**config.mk**
```make
export PLATFORM = sky130hd
export DESIGN_NAME = bft_stream_endpoint
export DESIGN_NICKNAME = d
export VERILOG_FILES = /design/src/rtl/bft_pkt_pkg.sv /design/src/rtl/bft_sync_fifo.sv /design/src/rtl/bft_stream_endpoint.sv
export SDC_FILE = /design/constraint.sdc
export NUM_CORES = 2
export LEC_CHECK = 0
export BUFFER_PORTS_ARGS = -buffer_cell sky130_fd_sc_hd__buf_2
export CAP_MARGIN = 15
export CELL_PAD_IN_SITES_DETAIL_PLACEMENT = 0
export CELL_PAD_IN_SITES_GLOBAL_PLACEMENT = 2
export CORE_MARGIN = 5
export CORE_UTILIZATION = 55
export CTS_CLUSTER_DIAMETER = 60
export CTS_CLUSTER_SIZE = 10
export DETAILED_ROUTE_END_ITERATION = 12
export PLACE_DENSITY = 0.94
export SYNTH_ARGS = -nofsm -noshare
export SYNTH_HDL_FRONTEND = slang
export SYNTH_SLANG_ARGS = --single-unit
export TNS_END_PERCENT = 10
```
**constraint.sdc**
```tcl
create_clock -name clk_bft -period 6 [get_ports clk_bft]
set_input_delay 1.2 -clock clk_bft [delete_from_list [all_inputs] [get_ports clk_bft]]
set_output_delay 1.2 -clock clk_bft [all_outputs]
set_load 0.005 [all_outputs]
```
**src/rtl/bft_pkt_pkg.sv**
```systemverilog
// BFT packet layout shared by the endpoint and its bench-facing helpers:
// field offsets, widths and pack/extract functions for 49-bit packets.
package bft_pkt_pkg;

    localparam int PACKET_BITS   = 49;
    localparam int PAYLOAD_BITS  = 32;
    localparam int NUM_LEAF_BITS = 5;
    localparam int NUM_PORT_BITS = 4;
    localparam int NUM_ADDR_BITS = 7;

    localparam int VALID_BIT = 48;
    localparam int LEAF_LSB  = 43;
    localparam int PORT_LSB  = 39;
    localparam int ADDR_LSB  = 32;

    localparam logic [NUM_PORT_BITS-1:0] CREDIT_PORT = '0;

    typedef logic [PACKET_BITS-1:0]   bft_pkt_t;
    typedef logic [NUM_LEAF_BITS-1:0] bft_leaf_t;
    typedef logic [NUM_PORT_BITS-1:0] bft_port_t;
    typedef logic [NUM_ADDR_BITS-1:0] bft_addr_t;
    typedef logic [PAYLOAD_BITS-1:0]  bft_payload_t;

    function automatic bft_pkt_t pack_pkt(input bft_leaf_t leaf, input bft_port_t port,
                                          input bft_addr_t addr, input bft_payload_t payload);
        return {1'b1, leaf, port, addr, payload};
    endfunction

    function automatic logic pkt_valid(input bft_pkt_t pkt);
        return pkt[VALID_BIT];
    endfunction

    function automatic bft_leaf_t pkt_leaf(input bft_pkt_t pkt);
        return pkt[LEAF_LSB +: NUM_LEAF_BITS];
    endfunction

    function automatic bft_port_t pkt_port(input bft_pkt_t pkt);
        return pkt[PORT_LSB +: NUM_PORT_BITS];
    endfunction

    function automatic bft_addr_t pkt_addr(input bft_pkt_t pkt);
        return pkt[ADDR_LSB +: NUM_ADDR_BITS];
    endfunction

    function automatic bft_payload_t pkt_payload(input bft_pkt_t pkt);
        return pkt[PAYLOAD_BITS-1:0];
    endfunction

endpackage

```
**src/rtl/bft_sync_fifo.sv**
```systemverilog
// First-word-fall-through synchronous FIFO; a write into a full FIFO is
// accepted only when a read retires the head in the same cycle.
module bft_sync_fifo #(
    parameter int WIDTH     = 32,
    parameter int ADDR_BITS = 7
) (
    input  logic             clk,
    input  logic             reset,
    input  logic             wr_en,
    input  logic [WIDTH-1:0] wr_data,
    input  logic             rd_en,
    output logic [WIDTH-1:0] rd_data,
    output logic             full,
    output logic             empty
);

    localparam int DEPTH = 1 << ADDR_BITS;
    localparam logic [ADDR_BITS:0]   CNT_ONE = 1;
    localparam logic [ADDR_BITS-1:0] PTR_ONE = 1;

    logic [WIDTH-1:0]     mem [DEPTH];
    logic [ADDR_BITS-1:0] wr_ptr;
    logic [ADDR_BITS-1:0] rd_ptr;
    logic [ADDR_BITS:0]   count;
    logic                 do_wr;
    logic                 do_rd;

    assign empty   = (count == '0);
    assign full    = count[ADDR_BITS];
    assign do_rd   = rd_en & ~empty;
    assign do_wr   = wr_en & (~full | do_rd);
    assign rd_data = empty ? '0 : mem[rd_ptr];

    // NOTE: sequential state uses non-blocking assignments so every register
    // samples the pre-edge values of the others.
    always_ff @(posedge clk) begin
        if (reset) begin
            wr_ptr <= '0;
            rd_ptr <= '0;
            count  <= '0;
        end else begin
            if (do_wr) wr_ptr <= wr_ptr + PTR_ONE;
            if (do_rd) rd_ptr <= rd_ptr + PTR_ONE;
            case ({do_wr, do_rd})
                2'b10:   count <= count + CNT_ONE;
                2'b01:   count <= count - CNT_ONE;
                default: count <= count;
            endcase
        end
    end

    // NOTE: the storage array is deliberately not reset; the pointers define
    // validity and the read port is forced to zero while empty.
    always_ff @(posedge clk) begin
        if (do_wr) mem[wr_ptr] <= wr_data;
    end

endmodule

```
**src/rtl/bft_stream_endpoint.sv**
```systemverilog
// Network-side BFT endpoint: packetizes a valid/ack word stream under remote
// credit, depacketizes incoming data into an RX FIFO and returns credit.
module bft_stream_endpoint
    import bft_pkt_pkg::*;
#(
    parameter int FIFO_ADDR_BITS        = 7,
    parameter int FREESPACE_UPDATE_SIZE = 64,
    parameter int INIT_CREDIT           = 128
) (
    input  logic        clk_bft,
    input  logic        reset_bft,
    input  logic [48:0] din_leaf_bft2endpoint,
    output logic [48:0] dout_endpoint2bft,
    input  logic [4:0]  cfg_dest_leaf,
    input  logic [3:0]  cfg_dest_port,
    input  logic [31:0] s_din,
    input  logic        s_vld,
    output logic        s_ack,
    output logic [31:0] m_dout,
    output logic        m_vld,
    input  logic        m_ack,
    output logic [7:0]  credit_cnt,
    output logic        overflow
);

    localparam logic [1:0] TX_IDLE   = 2'd0;
    localparam logic [1:0] TX_CREDIT = 2'd1;
    localparam logic [1:0] TX_DATA   = 2'd2;

    localparam int DRAIN_BITS = $clog2(FREESPACE_UPDATE_SIZE + 1);
    localparam logic [DRAIN_BITS-1:0] DRAIN_LAST  = DRAIN_BITS'(FREESPACE_UPDATE_SIZE - 1);
    localparam logic [DRAIN_BITS-1:0] DRAIN_ONE   = 1;
    localparam logic [7:0]            CREDIT_MAX  = 8'(INIT_CREDIT);
    localparam logic [3:0]            PENDING_MAX = 4'd15;

    logic                  tx_en;
    logic [1:0]            tx_sel;
    logic [6:0]            seq;
    logic [3:0]            credit_pending;
    logic [3:0]            pending_next;
    logic [DRAIN_BITS-1:0] drain_cnt;
    logic                  drain_wrap;
    logic                  send_credit;
    logic                  send_data;

    logic                  rx_credit;
    logic                  rx_data;
    logic [31:0]           rx_payload;
    logic [7:0]            credit_inc;
    logic [8:0]            credit_sum;
    logic [7:0]            credit_next;

    logic                  fifo_full;
    logic                  fifo_empty;
    logic                  pop;
    logic                  unused_din_fields;

    // tx_en keeps s_ack low through reset even though credit_cnt resets full.
    assign s_ack = tx_en & (credit_pending == 4'd0) & (credit_cnt != 8'd0);

    // NOTE: every signal assigned in always_comb gets a default first, so no
    // path leaves it holding a value and no latch is inferred.
    always_comb begin
        tx_sel = TX_IDLE;
        if (credit_pending != 4'd0)
            tx_sel = TX_CREDIT;
        else if (s_vld && s_ack)
            tx_sel = TX_DATA;
    end

    assign send_credit = (tx_sel == TX_CREDIT);
    assign send_data   = (tx_sel == TX_DATA);

    assign rx_payload        = pkt_payload(din_leaf_bft2endpoint);
    assign rx_credit         = pkt_valid(din_leaf_bft2endpoint) &&
                               (pkt_port(din_leaf_bft2endpoint) == CREDIT_PORT);
    assign rx_data           = pkt_valid(din_leaf_bft2endpoint) && !rx_credit;
    assign credit_inc        = rx_credit ? rx_payload[7:0] : 8'd0;
    assign unused_din_fields = ^{pkt_leaf(din_leaf_bft2endpoint), pkt_addr(din_leaf_bft2endpoint)};

    // Sending needs credit_cnt != 0, so the decrement never underflows.
    always_comb begin
        credit_sum  = {1'b0, credit_cnt} + {1'b0, credit_inc} - {8'd0, send_data};
        credit_next = (credit_sum > {1'b0, CREDIT_MAX}) ? CREDIT_MAX : credit_sum[7:0];
    end

    assign pop        = m_vld & m_ack;
    assign drain_wrap = pop && (drain_cnt == DRAIN_LAST);

    always_comb begin
        pending_next = credit_pending;
        if (drain_wrap && !send_credit && credit_pending != PENDING_MAX)
            pending_next = credit_pending + 4'd1;
        else if (!drain_wrap && send_credit)
            pending_next = credit_pending - 4'd1;
    end

    always_ff @(posedge clk_bft) begin
        if (reset_bft) begin
            tx_en             <= 1'b0;
            dout_endpoint2bft <= '0;
            seq               <= '0;
            credit_cnt        <= CREDIT_MAX;
            credit_pending    <= '0;
            drain_cnt         <= '0;
            overflow          <= 1'b0;
        end else begin
            tx_en          <= 1'b1;
            credit_cnt     <= credit_next;
            credit_pending <= pending_next;

            case (tx_sel)
                TX_CREDIT: dout_endpoint2bft <= pack_pkt(cfg_dest_leaf, CREDIT_PORT, 7'd0,
                                                         32'(FREESPACE_UPDATE_SIZE));
                TX_DATA:   dout_endpoint2bft <= pack_pkt(cfg_dest_leaf, cfg_dest_port, seq, s_din);
                default:   dout_endpoint2bft <= '0;
            endcase

            if (send_data) seq <= seq + 7'd1;

            if (drain_wrap)
                drain_cnt <= '0;
            else if (pop)
                drain_cnt <= drain_cnt + DRAIN_ONE;

            // A push at full is only lost when no pop frees a slot that cycle.
            if (rx_data && fifo_full && !pop) overflow <= 1'b1;
        end
    end

    bft_sync_fifo #(
        .WIDTH     (32),
        .ADDR_BITS (FIFO_ADDR_BITS)
    ) u_rx_fifo (
        .clk     (clk_bft),
        .reset   (reset_bft),
        .wr_en   (rx_data),
        .wr_data (rx_payload),
        .rd_en   (m_ack),
        .rd_data (m_dout),
        .full    (fifo_full),
        .empty   (fifo_empty)
    );

    assign m_vld = ~fifo_empty;

endmodule

```
Word level (Yosys, flattened, before mapping)
Memory sizes are Yosys's and may differ from the RTL's. A register that Yosys moved wholly into a read port is not among the register bits. Cells that the tools add are included.

Register bits: 99. RAM bits: 4096. Input port bits: 94. Output and inout port bits: 92. Word-level logic and storage cells: 70. Memories kept: 1.

$add $sub $neg: 10. $lt $le $gt $ge: 1. Equality and inequality tests: 6. Mux-type cells: 13. Bitwise gates (word level): 7. Reduce and logical (&&, ||, !) cells: 22.

Memory list: u_rx_fifo.mem (depth 128, bits a word 32, read ports 1, clocked after Yosys merged registers in 1, wr ports 1, line bft_sync_fifo.sv:21) `logic [WIDTH-1:0] mem [DEPTH];`.

Operators with widths (count): 49-bit one-hot mux with 2 select lines (1); 32-bit two-way mux (1); 7-bit by 1-bit adder with 7-bit output, second input constant (4); 8-bit one-hot mux with 2 select lines (1); 7-bit two-way mux (2); 8-bit by 8-bit adder with 9-bit output (1); 9-bit by 8-bit > comparator with 1-bit output, second input constant (1); 1-bit logical AND (9); 9-bit by 1-bit subtractor with 9-bit output (1); 8-bit by 1-bit adder with 8-bit output, second input constant (1); 4-bit logical NOT (2); 8-bit logical NOT (1); 4-bit two-way mux (2); 8-bit two-way mux (1); 8-bit nonzero test (1); 8-bit by 1-bit subtractor with 8-bit output, second input constant (1); 7-bit by 6-bit equality test with 1-bit output, second input constant (1); 4-bit by 1-bit adder with 4-bit output, second input constant (1); 1-bit AND (4); 2-bit by 1-bit equality test with 1-bit output, second input constant (2); 2-bit equality test, second input constant (2); 1-bit logical NOT (4); 2-bit two-way mux (2); 4-bit != test, second input constant (1); other kinds (7) (12).

Longest topological paths before layout
Depth in word-level cells: 11. Gate-level depth with buffers: 16. Depth with buffers taken out: 14.

Cells and area by module
Synthesis repeated with hierarchy kept, for this count alone.

Cells, all modules: 7908. Area total of the unflattened synthesis: 160377.6 sq um.

Modules (own cells, without submodules): bft_sync_fifo (times used 1, cells each 7588, area each 157307.1 sq um, sequential area each 123578.5 sq um); bft_stream_endpoint (times used 1, cells each 320, area each 3070.4 sq um, sequential area each 1541.5 sq um).

Worst setup path after synthesis
OpenSTA, ideal clock, no wires.

Path kind: input -> register. From: input port din_leaf_bft2endpoint[40]. To: register credit_cnt[7]. Library setup time: 0.123 ns. Data arrival time: 4.227 ns. Setup slack: 1.649 ns. Stages on the path: 13. Buffers on the path: 0. Cells stage by stage: or4_1 nor2_1 nand2_1 ha_1 inv_1 ha_1 fa_1 a211oi_1 o21ai_0 o211ai_1 a21oi_1 mux2i_1 or2_2.

Longest elaborated chain between the ends: 7.

Ends and longest elaborated chain: start, declared (line bft_stream_endpoint.sv:12) `input logic [48:0] din_leaf_bft2endpoint,`; 4-bit logical NOT (*) (line bft_stream_endpoint.sv:76) `(pkt_port(din_leaf_bft2endpoint) == CREDIT_PORT);`; 1-bit logical AND (*) (line bft_stream_endpoint.sv:75) `assign rx_credit = pkt_valid(din_leaf_bft2endpoint) &&`; 8-bit two-way mux (*) (line bft_stream_endpoint.sv:78) `assign credit_inc = rx_credit ? rx_payload[7:0] : 8'd0;`; 8-bit by 8-bit adder with 9-bit output (*) (line bft_stream_endpoint.sv:83) `credit_sum = {1'b0, credit_cnt} + {1'b0, credit_inc} - {8'd0, send_data};`; 9-bit by 1-bit subtractor with 9-bit output (*) (line bft_stream_endpoint.sv:83); 9-bit by 8-bit > comparator with 1-bit output (line bft_stream_endpoint.sv:84) `credit_next = (credit_sum > {1'b0, CREDIT_MAX}) ? CREDIT_MAX : credit_sum[7:0];`; 2-bit OR reduction (no line); end signal, assigned (line bft_stream_endpoint.sv:109) `credit_cnt <= credit_next;`; end, declared (line bft_stream_endpoint.sv:22) `output logic [7:0] credit_cnt,`.

Every way passes the cells marked *; elsewhere a longest branch is shown, timed or not. A chain may end at the register's enable or synchronous reset.

==> run_results.csv <==
group,metric,value,unit
timing,clock.fmax,167,MHz
floorplanning,core.rowCount,197,
grt,antenna_found_initial,27,
clock_network,cts_buffer_depth,4,
timing,worstMarginPinSlew,1.26,ns
place,dp_hpwl,225000,um
flow_run,maxCapViolations,0,
setup_path,crit_slowest_cell,"a211oi_1",
synth,syn_area_per_cell,22.0,sq um
clock_network,clk_latency,0.99,ns
clock_network,cts_tree,"built",
detailed_routing,ant_nets,0,
setup_path,critPathCaptureType,"primary output",
power_and_ir_drop,vdd_drop_max,0.287,mV
floorplanning,start_util,55.4,%
floorplanning,io_pins,186,
place,port_buffers,173,
clock_network,ctsHoldBuffers,0,
synth,seq_area_frac_synth,78.3,%
floorplanning,fp.dieH,549,um
timing,slew_viol_final,0,
synth,synthFlopType,"edfxtp_1",
synth,synth_enable_flop_cells,4096,
detailed_routing,post-route-drc-count,0,
detailed_routing,postRouteWirelength,423000,um
setup_path,critPathTopFamily,"compound AO/OA/AOI/OAI gates",
synth,synthArstFlopShare,0,%
timing,hold_viol,0,
clock_network,root_buffer,"clkbuf_16",
grt,grt_pass1_vias,82100,
floorplanning,dieWidth,549,um
setup_path,path_max_fanout,63,
timing,hold_ws,0.468,ns
finish,instances_no_fill,11800,
power_and_ir_drop,powerDensity,380,nW/um^2
synth,synth_area,160000,sq um
synth,synth.distinct_cells,56,
grt,grt_max_degree,113,
setup_path,r2r_start,"u_rx_fifo.count[0]",
finish,seq_area,125000,sq um
floorplanning,die_area,301000,sq um
detailed_routing,vias_per_cell,6.86,
timing,finClkSkew,0.0915,ns
synth,yosysWarnings,0,
power_and_ir_drop,p_leak,54.9,nW
grt,grt_use_total,27.9,%
timing,finalCritPeriodShare,99.6,%
grt,grt_remaining_overflow,0,
hold_path,holdCritPathClass,"input port to register",
synth,syn_inst,7272,
finish,fillCellCount,18200,
finish,multiInputGateArea,33800,sq um
floorplanning,core,289000,sq um
synth,ys_seq_elements,4202,
timing,setup_violations,0,
timing,rsz0062_at_grt,"no",
detailed_routing,drt_pass1_iterations,6,
setup_path,cp.arrival,4.78,ns
finish,area_growth,13.2,%
synth,syn_nets,7398,
clock_network,h-tree-depth,5,
setup_path,path_buf_inv,3,
timing,tns,0,ns
finish,drive_above_1_share,26.3,%
finish,layout_common_cells,"4,096 x edfxtp_1, 896 x mux4_2, 470 x clkbuf_16",
setup_path,crit_required,4.80,ns
place,place_inst,11200,
timing,slew_headroom,16.2,%
detailed_routing,routedWlPerCell,35.7,um
clock_network,path_clk_slew,0.05,ns
detailed_routing,dr.first_iter.drc_count,12900,
timing,layout_min_cycle_time,5.98,ns
place,gp_congestion,0.893,
clock_network,cts_inserted_buffers,464,
setup_path,crit_chain,"buf_4 > nand3b_1 > buf_12 > o22ai_1 > a211oi_1 > nand2_1 > o2111ai_1 > o31ai_1 > buf_2",
outcome,status,"complete, no violations",
grt,grt_pass1_wl,600000,um
setup_path,critPathKind,"register to primary output",
hold_path,hold_path_startpoint,"cfg_dest_leaf[4]",
finish,final_common_cell,"edfxtp_1",
detailed_routing,num_vias,81200,
setup_path,max_stage_delay,0.69,ns
clock_network,numClockSinks,4202,
setup_path,cp-start-kind,"register",
finish,fin_nets,7969,
-- final timing paths --
kind | endpoint | slack, ns | cells after the start
hold reg to reg | drain_cnt[6] | 0.48 | 1
setup reg to reg | u_rx_fifo.count[7] | 1.96 | 11
hold / removal | dout_endpoint2bft[47] | 0.47 | 2
setup / recovery | m_dout[5] | 0.02 | 9
-- layer usage --
metal / global-route usage (%) / vias up / part of all wire (%)
met3: 8.17 / 807 / 14
met5: 0 / - / 0.016
met2: 42.6 / 6476 / 47
met1: 38.4 / 42200 / 35
met4: 11.1 / 10 / 4.5
li1: - / 31700 / -
-- state kept, by name, summed over array words and instances, names as in the netlist, named ones only --
name / count
u_rx_fifo.wr_ptr: 7
u_rx_fifo.mem: 4096
drain_cnt: 7
u_rx_fifo.rd_ptr: 7
seq: 7
credit_cnt: 8
u_rx_fifo.count: 8
credit_pending: 4
overflow: 1
dout_endpoint2bft: 49
tx_en: 1
-- final cells by class --
cell class / instances / share of cell area [%]
clock buffer: 537 / 6.65
inverter: 34 / 0.0706
antenna: 9 / 0.0125
clock inverter: 32 / 0.314
timing repair buffer: 511 / 2.33
sequential: 4202 / 69.2
multi-input combinational: 2630 / 18.7
tap: 3880 / 2.69
-- worst register-to-register path, cell delays in order (launching register included) --
cell	delay, ns
dfxtp_1	0.33
or4_1	0.57
o21ai_2	0.64
inv_2	0.32
ha_1	0.41
ha_1	0.32
a21oi_1	0.21
o221ai_1	0.19
o41ai_1	0.36
xnor2_1	0.12
or3_1	0.32
a21oi_1	0.14
-- Yosys cell counts, types with 25 or more instances --
| library cell | number | share of area [%] |
|---|---|---|
| edfxtp_1 | 4096 | 77 |
| mux4_2 | 896 | 13 |
| mux2i_1 | 420 | 2.6 |
| clkbuf_1 | 233 | 0.55 |
| nor2_1 | 214 | 0.50 |
| a21oi_1 | 210 | 0.66 |
| o221ai_1 | 162 | 0.89 |
| buf_2 | 117 | 0.37 |
| nand2_1 | 115 | 0.27 |
| dfxtp_1 | 106 | 1.3 |
| a22oi_1 | 98 | 0.46 |
| a211oi_1 | 67 | 0.31 |
| a22o_1 | 64 | 0.35 |
| nor2b_1 | 52 | 0.20 |
| and3_1 | 45 | 0.18 |
| o21ai_0 | 43 | 0.13 |
| o31ai_1 | 33 | 0.16 |
| inv_1 | 32 | 0.075 |
| o2111ai_1 | 32 | 0.18 |
| o22ai_1 | 32 | 0.13 |
| ha_1 | 29 | 0.23 |
| buf_1 | 26 | 0.061 |
| buf_4 | 25 | 0.12 |
-- through the flow --
step / instance area [sq um] / util (%) / setup WS (ns) / total power [mW]
after floorplan: 160000 / - / 1.65 / 39.9
after global placement: 168000 / 58.2 / 0.848 / 43.8
after global routing: 181000 / 62.6 / 0.0245 / 70.7
after CTS: 181000 / 62.6 / 0.000251 / 68.7
final: 181000 / 62.6 / 0.0213 / 68.7
after detailed placement: 168000 / 58.2 / 0.868 / 44.0
-- repair_timing --
action	4_1_cts	5_1_grt
buffers inserted	3	5
setup endpoints to repair	31	14
gates resized for setup	10	11
-- where the power goes --
part	leakage, nW	switching, mW	total (mW)	internal [mW]
clock network	6.12	10.8	24.8	14.0
logic	11.1	6.61	11.3	4.73
registers	37.7	0.120	32.5	32.4
-- logic make-up after synthesis --
family | Yosys count | synth area share (%)
AOI/OAI and AO/OA | 755 | 3.33
xor gates and xnor gates | 32 | 0.175
adders and majority gates | 32 | 0.265
buffers and inverters | 440 | 1.21
DFF | 4202 | 78.3
muxes | 1316 | 15.3
and+or+nand+nor | 495 | 1.44
(Power assumes the default switching activity.)
